**src/rtl/hazard_ctrl_pkg.sv**
```systemverilog
`default_nettype none
// ============================================================================
//  hazard_ctrl_pkg : shared pipeline constants for the hazard controller
//  Revision: 1.0
// ============================================================================
package hazard_ctrl_pkg;

    localparam logic [0:0] ST_RUN      = 1'b0;
    localparam logic [0:0] ST_MEM_WAIT = 1'b1;

    // Numeric order doubles as priority: higher value wins.
    typedef enum logic [1:0] {
        HZ_NONE     = 2'd0,
        HZ_LOAD_USE = 2'd1,
        HZ_FLUSH    = 2'd2,
        HZ_FREEZE   = 2'd3
    } hazard_e;

    typedef struct packed {
        logic pc_write;
        logic ifid_write;
        logic idex_write;
        logic exmem_write;
        logic ifid_flush;
        logic idex_bubble;
    } stage_ctrl_t;

    localparam stage_ctrl_t CTRL_NORMAL = '{pc_write: 1'b1, ifid_write: 1'b1,
        idex_write: 1'b1, exmem_write: 1'b1, ifid_flush: 1'b0, idex_bubble: 1'b0};
    localparam stage_ctrl_t CTRL_FREEZE = '{pc_write: 1'b0, ifid_write: 1'b0,
        idex_write: 1'b0, exmem_write: 1'b0, ifid_flush: 1'b0, idex_bubble: 1'b0};
    localparam stage_ctrl_t CTRL_FLUSH = '{pc_write: 1'b1, ifid_write: 1'b1,
        idex_write: 1'b1, exmem_write: 1'b1, ifid_flush: 1'b1, idex_bubble: 1'b1};
    localparam stage_ctrl_t CTRL_LOAD_USE = '{pc_write: 1'b0, ifid_write: 1'b0,
        idex_write: 1'b1, exmem_write: 1'b1, ifid_flush: 1'b0, idex_bubble: 1'b1};

    // Only a load result can't be forwarded in time; x0 is hardwired zero.
    function automatic logic load_use_hit(
        input logic       memread,
        input logic [4:0] rd,
        input logic [4:0] rs1,
        input logic [4:0] rs2,
        input logic       uses_rs1,
        input logic       uses_rs2
    );
        return memread && (rd != 5'd0) &&
               ((uses_rs1 && (rs1 == rd)) || (uses_rs2 && (rs2 == rd)));
    endfunction

endpackage
`default_nettype wire

```
**src/rtl/hazard_ctrl_sat_counter.sv**
```systemverilog
`default_nettype none
// ============================================================================
//  sat_counter : up-counter with synchronous clear that sticks at all-ones
//  Revision: 1.0
// ============================================================================
module sat_counter #(
    parameter int WIDTH = 16
) (
    input  logic             clk,
    input  logic             rst_n,
    input  logic             clear,
    input  logic             inc,
    output logic [WIDTH-1:0] count
);

    logic [WIDTH-1:0] cnt_q;
    logic [WIDTH-1:0] cnt_d;

    always_comb begin
        cnt_d = cnt_q;
        if (clear) begin
            cnt_d = '0;
        end else if (inc && (cnt_q != '1)) begin
            cnt_d = cnt_q + 1'b1;
        end
    end

    always_ff @(posedge clk or negedge rst_n) begin
        if (!rst_n) begin
            cnt_q <= '0;
        end else begin
            cnt_q <= cnt_d;
        end
    end

    assign count = cnt_q;

endmodule
`default_nettype wire

```
**src/rtl/hazard_ctrl.sv**
```systemverilog
`default_nettype none
// ============================================================================
//  hazard_ctrl : pipeline stall/flush/freeze control with memory-wait timeout
//  Revision: 1.0
// ============================================================================
module hazard_ctrl
    import hazard_ctrl_pkg::*;
#(
    parameter int TIMEOUT = 64,
    parameter int CNT_W   = 16
) (
    input  logic             clk,
    input  logic             rst_n,
    input  logic [4:0]       id_rs1,
    input  logic [4:0]       id_rs2,
    input  logic             id_uses_rs1,
    input  logic             id_uses_rs2,
    input  logic [4:0]       idex_rd,
    input  logic             idex_memread,
    input  logic             ex_branch_taken,
    input  logic             mem_req,
    input  logic             mem_ready,
    output logic             pc_write,
    output logic             ifid_write,
    output logic             idex_write,
    output logic             exmem_write,
    output logic             ifid_flush,
    output logic             idex_bubble,
    output logic             mem_err,
    output logic [CNT_W-1:0] stall_cnt,
    output logic [CNT_W-1:0] flush_cnt
);

    localparam int               TMR_W   = $clog2(TIMEOUT + 1);
    localparam logic [TMR_W-1:0] TMR_MAX = TMR_W'(TIMEOUT);

    logic [0:0]       state_q;
    logic [0:0]       state_d;
    logic [TMR_W-1:0] timer_q;
    logic [TMR_W-1:0] timer_d;
    logic             mem_err_q;
    logic             mem_err_d;

    logic             freeze;
    logic             load_use;
    hazard_e          hazard;
    stage_ctrl_t      ctrl;

    always_comb begin
        freeze   = ((state_q == ST_RUN) && mem_req && !mem_ready) ||
                   ((state_q == ST_MEM_WAIT) && !mem_ready);
        load_use = load_use_hit(idex_memread, idex_rd, id_rs1, id_rs2,
                                id_uses_rs1, id_uses_rs2);

        // A branch seen while frozen is simply re-evaluated once unfrozen,
        // since EX is held and keeps ex_branch_taken asserted.
        if (freeze) begin
            hazard = HZ_FREEZE;
        end else if (ex_branch_taken) begin
            hazard = HZ_FLUSH;
        end else if (load_use) begin
            hazard = HZ_LOAD_USE;
        end else begin
            hazard = HZ_NONE;
        end

        case (hazard)
            HZ_FREEZE:   ctrl = CTRL_FREEZE;
            HZ_FLUSH:    ctrl = CTRL_FLUSH;
            HZ_LOAD_USE: ctrl = CTRL_LOAD_USE;
            default:     ctrl = CTRL_NORMAL;
        endcase
    end

    always_comb begin
        state_d = state_q;
        case (state_q)
            ST_RUN:      if (mem_req && !mem_ready) state_d = ST_MEM_WAIT;
            ST_MEM_WAIT: if (mem_ready)             state_d = ST_RUN;
            default:                                state_d = ST_RUN;
        endcase

        timer_d = '0;
        if (freeze) begin
            timer_d = (timer_q == TMR_MAX) ? timer_q : timer_q + 1'b1;
        end

        mem_err_d = mem_err_q || (timer_d == TMR_MAX);
    end

    always_ff @(posedge clk or negedge rst_n) begin
        if (!rst_n) begin
            state_q   <= ST_RUN;
            timer_q   <= '0;
            mem_err_q <= 1'b0;
        end else begin
            state_q   <= state_d;
            timer_q   <= timer_d;
            mem_err_q <= mem_err_d;
        end
    end

    sat_counter #(.WIDTH(CNT_W)) u_stall_cnt (
        .clk   (clk),
        .rst_n (rst_n),
        .clear (1'b0),
        .inc   ((hazard == HZ_FREEZE) || (hazard == HZ_LOAD_USE)),
        .count (stall_cnt)
    );

    sat_counter #(.WIDTH(CNT_W)) u_flush_cnt (
        .clk   (clk),
        .rst_n (rst_n),
        .clear (1'b0),
        .inc   (hazard == HZ_FLUSH),
        .count (flush_cnt)
    );

    assign pc_write    = ctrl.pc_write;
    assign ifid_write  = ctrl.ifid_write;
    assign idex_write  = ctrl.idex_write;
    assign exmem_write = ctrl.exmem_write;
    assign ifid_flush  = ctrl.ifid_flush;
    assign idex_bubble = ctrl.idex_bubble;
    assign mem_err     = mem_err_q;

endmodule
`default_nettype wire

```
**config.mk**
```make
export PLATFORM = sky130hd
export DESIGN_NAME = hazard_ctrl
export DESIGN_NICKNAME = d
export VERILOG_FILES = /design/src/rtl/hazard_ctrl_pkg.sv /design/src/rtl/hazard_ctrl_sat_counter.sv /design/src/rtl/hazard_ctrl.sv
export SDC_FILE = /design/constraint.sdc
export NUM_CORES = 1
export LEC_CHECK = 0
export CORE_MARGIN = 3
export CORE_UTILIZATION = 40
export DETAILED_ROUTE_END_ITERATION = 8
export PLACE_DENSITY = 0.68
export SETUP_SLACK_MARGIN = 0.3
export SYNTH_ARGS = -nofsm -noshare
export SYNTH_HDL_FRONTEND = slang
export SYNTH_SLANG_ARGS = --single-unit
```
**constraint.sdc**
```tcl
create_clock -name clk -period 3.8 [get_ports clk]
set_input_delay 0.76 -clock clk [delete_from_list [all_inputs] [get_ports clk]]
set_output_delay 0.76 -clock clk [all_outputs]
set_load 0.02 [all_outputs]
```
# [Word-level counts from Yosys, hierarchy flattened]
# Cells that the tools add are included.
# W data, S select, Z words.
[classes] n_addsub=3 eq_ne=9 n_mux=9 bitwise=1 reduce_logical=16
[ops] op="$add A16 B1 Y16 const B" n=2
[ops] op="$ne A16 B16 Y1 const B" n=2
[ops] op="$pmux W6 S3" n=1
[ops] op="$eq A7 B7 Y1 const B" n=2
[ops] op="$mux W7" n=2
[ops] op="$eq A5 B5 Y1" n=2
[ops] op="$logic_and A1 B1 Y1" n=10
[ops] op="$add A7 B1 Y7 const B" n=1
[ops] op="$reduce_bool A5 Y1" n=1
[ops] op="$eq A2 B2 Y1 const B" n=2
[ops] op="$logic_or A1 B1 Y1" n=4
[ops] op="$mux W2" n=2
[ops] op="$mux W1" n=3
[ops] op="$eq A2 B1 Y1 const B" n=1
[ops] op="$pmux W1 S2" n=1
[ops] op="$logic_not A1 Y1" n=1
[ops] op="$not A1 Y1" n=1
[word_totals] reg_bits=41 in_bits=23 elab_cells=43

# [Logic depth before layout (Yosys ltp)]
# Gate-level depths: netlist of run 1.
[logic_depth] word_depth=10 ltp_mapped=8 ltp_nobuf=7

# [By module]
# From an unflattened synthesis of run 1, not the netlist that was laid out.
[unflattened] cells_unflattened=276 hier_area_um2=2561.2
[by_module_without_submodules] mod="sat_counter" n_inst=2 cells_each=98 area_each_um2=942.2 seq_area_each_um2=400.4
[by_module_without_submodules] mod="hazard_ctrl" n_inst=1 cells_each=80 area_each_um2=676.9 seq_area_each_um2=225.2

# [Worst setup path after synthesis of run 1]
# Ideal clock, no wire load.
[synth_timing] path_type="input-to-output" start="input port idex_rd[1]" end="output port idex_write" arrival_ns=2.043 setup_slack_ns=0.997 cell_stages=6 n_path_buf=1 path_cell_list="or4_1 o21ai_1 o21ai_2 ha_1 inv_1 buf_4"
[synth_between] elab_chain_cells=9 word_cells_on_any_way=15 cone_classes="eq/ne (5); mux (4); reduce/logical (6)"
[synth_lines] element="from (decl)" line_no="hazard_ctrl.sv:18" source="input logic [4:0] idex_rd,"
[synth_lines] element="$eq A5 B5 Y1" line_no="hazard_ctrl_pkg.sv:47" source="((uses_rs1 && (rs1 == rd)) || (uses_rs2 && (rs2 == rd)));"
[synth_lines] element="$logic_and A1 B1 Y1" line_no="hazard_ctrl_pkg.sv:47"
[synth_lines] element="$logic_or A1 B1 Y1" line_no="hazard_ctrl_pkg.sv:47"
[synth_lines] element="$logic_and A1 B1 Y1 (*)" line_no="hazard_ctrl_pkg.sv:46" source="return memread && (rd != 5'd0) &&"
[synth_lines] element="$mux W1 (*)" line_no="hazard_ctrl.sv:61" source="end else if (load_use) begin"
[synth_lines] element="$mux W2 (*)" line_no="hazard_ctrl.sv:59" source="end else if (ex_branch_taken) begin"
[synth_lines] element="$mux W2 (*)" line_no="hazard_ctrl.sv:57" source="if (freeze) begin"
[synth_lines] element="$eq A2 B1 Y1 / $eq A2 B2 Y1 (equally long branches)" line_no="hazard_ctrl.sv:67" source="case (hazard)"
[synth_lines] element="$pmux W6 S3 (*)" line_no="hazard_ctrl.sv:67"
[synth_lines] element="to (decl)" line_no="hazard_ctrl.sv:25" source="output logic idex_write,"
# Every way passes the cells marked *; elsewhere a longest branch is shown, timed or not.

# [Final worst setup path of run 1]
[layout_timing] start="input port idex_rd[1]" end="output port idex_bubble"
[layout_between] elab_chain_cells=9 word_cells_on_any_way=15 cone_classes="eq/ne (5); mux (4); reduce/logical (6)"
[layout_lines] element="$eq A5 B5 Y1" line_no="hazard_ctrl_pkg.sv:47"
[layout_lines] element="$logic_and A1 B1 Y1" line_no="hazard_ctrl_pkg.sv:47"
[layout_lines] element="$logic_or A1 B1 Y1" line_no="hazard_ctrl_pkg.sv:47"
[layout_lines] element="$logic_and A1 B1 Y1 (*)" line_no="hazard_ctrl_pkg.sv:46"
[layout_lines] element="$mux W1 (*)" line_no="hazard_ctrl.sv:61"
[layout_lines] element="$mux W2 (*)" line_no="hazard_ctrl.sv:59"
[layout_lines] element="$mux W2 (*)" line_no="hazard_ctrl.sv:57"
[layout_lines] element="$eq A2 B1 Y1 / $eq A2 B2 Y1 (equally long branches)" line_no="hazard_ctrl.sv:67"
[layout_lines] element="$pmux W6 S3 (*)" line_no="hazard_ctrl.sv:67"
[layout_lines] element="to (decl)" line_no="hazard_ctrl.sv:28" source="output logic idex_bubble,"
# Marks and branches as above.

==> results of run 1 <==
## critical path, delay by kind of cell
kind / cells / cell delay (ns)
AOI/OAI and AO/OA: 2 / 0.26
and+or+nand+nor: 1 / 0.55
adders and majority gates: 1 / 0.29
buffers and inverters: 2 / 0.78
## final cells by class
cell class                      instances  area [um2]  share of cell area
Multi-Input combinational cell        157        1104              0.3739
Sequential cell                        41        1026              0.3476
Timing Repair Buffer                   63       618.1              0.2094
Tap cell                               70       87.58             0.02967
Clock buffer                            5       68.82             0.02331
Inverter                                8       30.03             0.01017
Clock inverter                          3       17.52            0.005935
## cells in the mapped netlist (all sizes together)
master	number	area [um2]
or4	1	7.510
xnor2	17	148.9
inv	8	30.03
nand2b	1	6.260
a31oi	1	6.260
o211ai	1	7.510
nor2b	1	6.260
a21boi	1	11.26
mux2i	2	20.02
a31o	1	8.760
buf	3	26.27
nand4	11	68.82
nand2	24	90.09
nor4	9	120.1
mux2	5	56.30
ha	5	62.56
a32oi	1	8.760
clkbuf	1	3.750
o21bai	1	7.510
nor3b	1	7.510
nor3	7	35.03
nor4b	1	8.760
and4	1	8.760
nor2	22	90.09
nand3	7	35.03
dfrtp	41	1026
o21ai	3	18.76
and2	2	12.52
and3	3	18.77
xor2	24	210.2
a21oi	3	15.01
or3	1	6.260
## power groups by stage
stage,combinational [mW],sequential [mW],clock [mW]
5_1_grt,0.498,0.624,0.302
2_1_floorplan,0.161,0.690,0
6_report,0.462,0.609,0.274
3_3_place_gp,0.462,0.618,0
3_5_place_dp,0.470,0.619,0
4_1_cts,0.468,0.612,0.289
## worst min-delay path by stage
stage,endpoint,cells after the start,slack [ns]
3_3_place_gp,mem_err,1,0.46
2_1_floorplan,mem_err,0,0.46
5_1_grt,mem_err,1,0.50
6_report,mem_err,1,0.48
3_5_place_dp,mem_err,1,0.46
4_1_cts,mem_err,1,0.48
## metal layers
layer,global-route usage,up-vias,wire (um)
met1,0.1808,862,1900
met5,0,-,0
met3,0.04063,9,267
met4,0.05574,0,96
met2,0.2525,57,2284
li1,-,848,-
## flip-flops by register name (all words and copies together) (netlist names)
register,count
u_flush_cnt.count,16
u_stall_cnt.count,16
timer_q,7
mem_err,1
state_q,1
## through the flow
stage | hold slack (ns) | power (mW)
4_1_cts | 0.4805 | 1.369
5_1_grt | 0.4979 | 1.423
3_3_place_gp | 0.4638 | 1.080
3_5_place_dp | 0.4613 | 1.090
6_report | 0.4791 | 1.345
2_1_floorplan | 0.4644 | 0.8504
## cell families after synthesis
logic type | after synthesis
AOI/OAI and AO/OA | 12
and+or+nand+nor | 92
adders and majority gates | 5
DFF | 41
buffers and inverters | 12
muxes | 7
xor gates and xnor gates | 41
## cell usage in the layout (no fill, tap or decap), types with 2 or more instances in the layout
cell type,instances
clkdlybuf4s50_1,55
dfrtp_1,41
xor2_1,24
nand2_1,24
nor2_1,21
xnor2_1,17
nand4_1,11
inv_1,7
nand3_1,7
nor3_1,7
ha_1,5
clkbuf_8,5
mux2_2,4
nor4_2,3
nor4_1,3
a21oi_1,3
and3_1,3
nor4_4,3
clkdlybuf4s15_1,3
mux2i_1,2
clkinv_2,2
dlygate4sd2_1,2
buf_4,2
==> results.json, run 1 <==
{
  "status": "finished clean",
  "design_area_mm2": 0.002952,
  "path_cells": "clkdlybuf4s50_1, or4_1, o21ai_1, o21ai_2, ha_1, clkdlybuf4s15_1",
  "cts_tree": "built",
  "ioPinCount": 62,
  "clockBufferDepth": 2,
  "cp-start-kind": "primary input",
  "hpwlAfterDp_mm": 3.531,
  "antenna_left": 0,
  "portBuffers": 61,
  "syn_area_mm2": 0.002190,
  "tightestPinTransition_ns": 0.9290,
  "internal_power_mw": 0.8679,
  "antenna_found_initial": 0,
  "gr-usage-all-layers": 0.1495,
  "grt_pass1_vias": 1710,
  "clock_sinks": 41,
  "grt_max_degree": 42,
  "postCtsHoldBufs": 0,
  "final_cells": 347,
  "fin_util": 0.5671,
  "worstPathArrival_ns": 2.64,
  "power_frac_clock": 0.204,
  "worstHoldStart": "mem_err",
  "fmax_mhz": 293.8,
  "syn_nets": 238,
  "reg2reg_from": "u_stall_cnt.count[0]",
  "worst_slack_ns": 0.3960,
  "gp_congestion": 0.7676,
  "swShare": 0.3549,
  "hp-class": "flip-flop to flip-flop",
  "timing.critical_path.from": "idex_rd[1]",
  "setup_violations": 0,
  "place_ws_ns": 0.08863,
  "p_switching_mw": 0.4774,
  "seq_area_frac_synth": 0.4686,
  "finalClockSkew_ns": 0.006504,
  "clkTransAtPathRegs_ns": 0.08,
  "drtPass1Iterations": 4,
  "synth_top_family_by_area": "simple AND/OR/NAND/NOR gates",
  "drt_iter0_drc": 58,
  "initial_core_util": 0.4207,
  "ff2ff_path_depth": 6,
  "core_mm2": 0.005205,
  "critPathMaxStageDelay_ns": 0.55,
  "htree_levels": 2,
  "dieArea_mm2": 0.006398,
  "tns_ns": 0,
  "postSynthAreaPerCell_um2": 10.43,
  "fillers": 484,
  "slew_violations": 0,
  "cts_resized": 5,
  "numCtsBuffers": 5,
  "crit_type": "primary input to primary output",
  "layout_worst_path_cycle_share": 0.8958,
  "drt-wirelength-per-cell_um": 13.11,
  "diodes": 0,
  "yosysWarnings": 0,
  "grt_pass1_wl_mm": 7.569,
  "area_growth_pct": 34.80,
  "cp_max_fo": 3,
  "die_w_um": 79.99,
  "finalHoldViolCount": 0,
  "drive_gt1_frac": 0.09386,
  "synth_fa_ha_area_frac": 0.02857,
  "cap_violations": 0,
  "viasPerCell": 5.118,
  "chipHeight_um": 79.99,
  "endpoint_kind": "primary output",
  "r2r_slack_ns": 1.67,
  "r2r_end": "u_stall_cnt.count[1]",
  "power_density_mw_per_mm2": 455.8,
  "nNetsFinal": 304,
  "wl_mm": 4.549,
  "crit_path_top_delay_cell": "or4_1",
  "relSlewSlack": 0.3806,
  "synthXorXnorAreaFrac": 0.1640,
  "vias": 1776,
  "p_seq_frac": 0.453,
  "drc": 0,
  "row_count": 26,
  "synth-simple-area-share": 0.2383,
  "overflow": 0,
  "p_leak_nw": 1.224,
  "rsz0062_at_grt": "yes",
  "synth_compound_area_frac": 0.03829,
  "place_area_mm2": 0.002868,
  "period_needed_ns": 3.404,
  "crit_end": "idex_bubble",
  "yosys.cell_types.count": 41,
  "combPwrFrac": 0.343,
  "clock_latency_ns": 0.29,
  "required_ns": 3.04,
  "ir_drop_uv": 299.6,
  "placedCellCount": 339,
  "cts-root-buf": "clkbuf_8",
  "synth.area.mux_share": 0.03486,
  "cts_setup_buffers": 0,
  "ys_ff_latch": 41,
  "postSynthCellCount": 210
}
No activity file was read; power rests on OpenSTA's default activity.
==> inputs of run 2 (changes only) <==
- CTS_CLUSTER_SIZE: unset -> 28
==> results of run 2 <==
Final layout, timing and power as in run 1 (identical DEF).
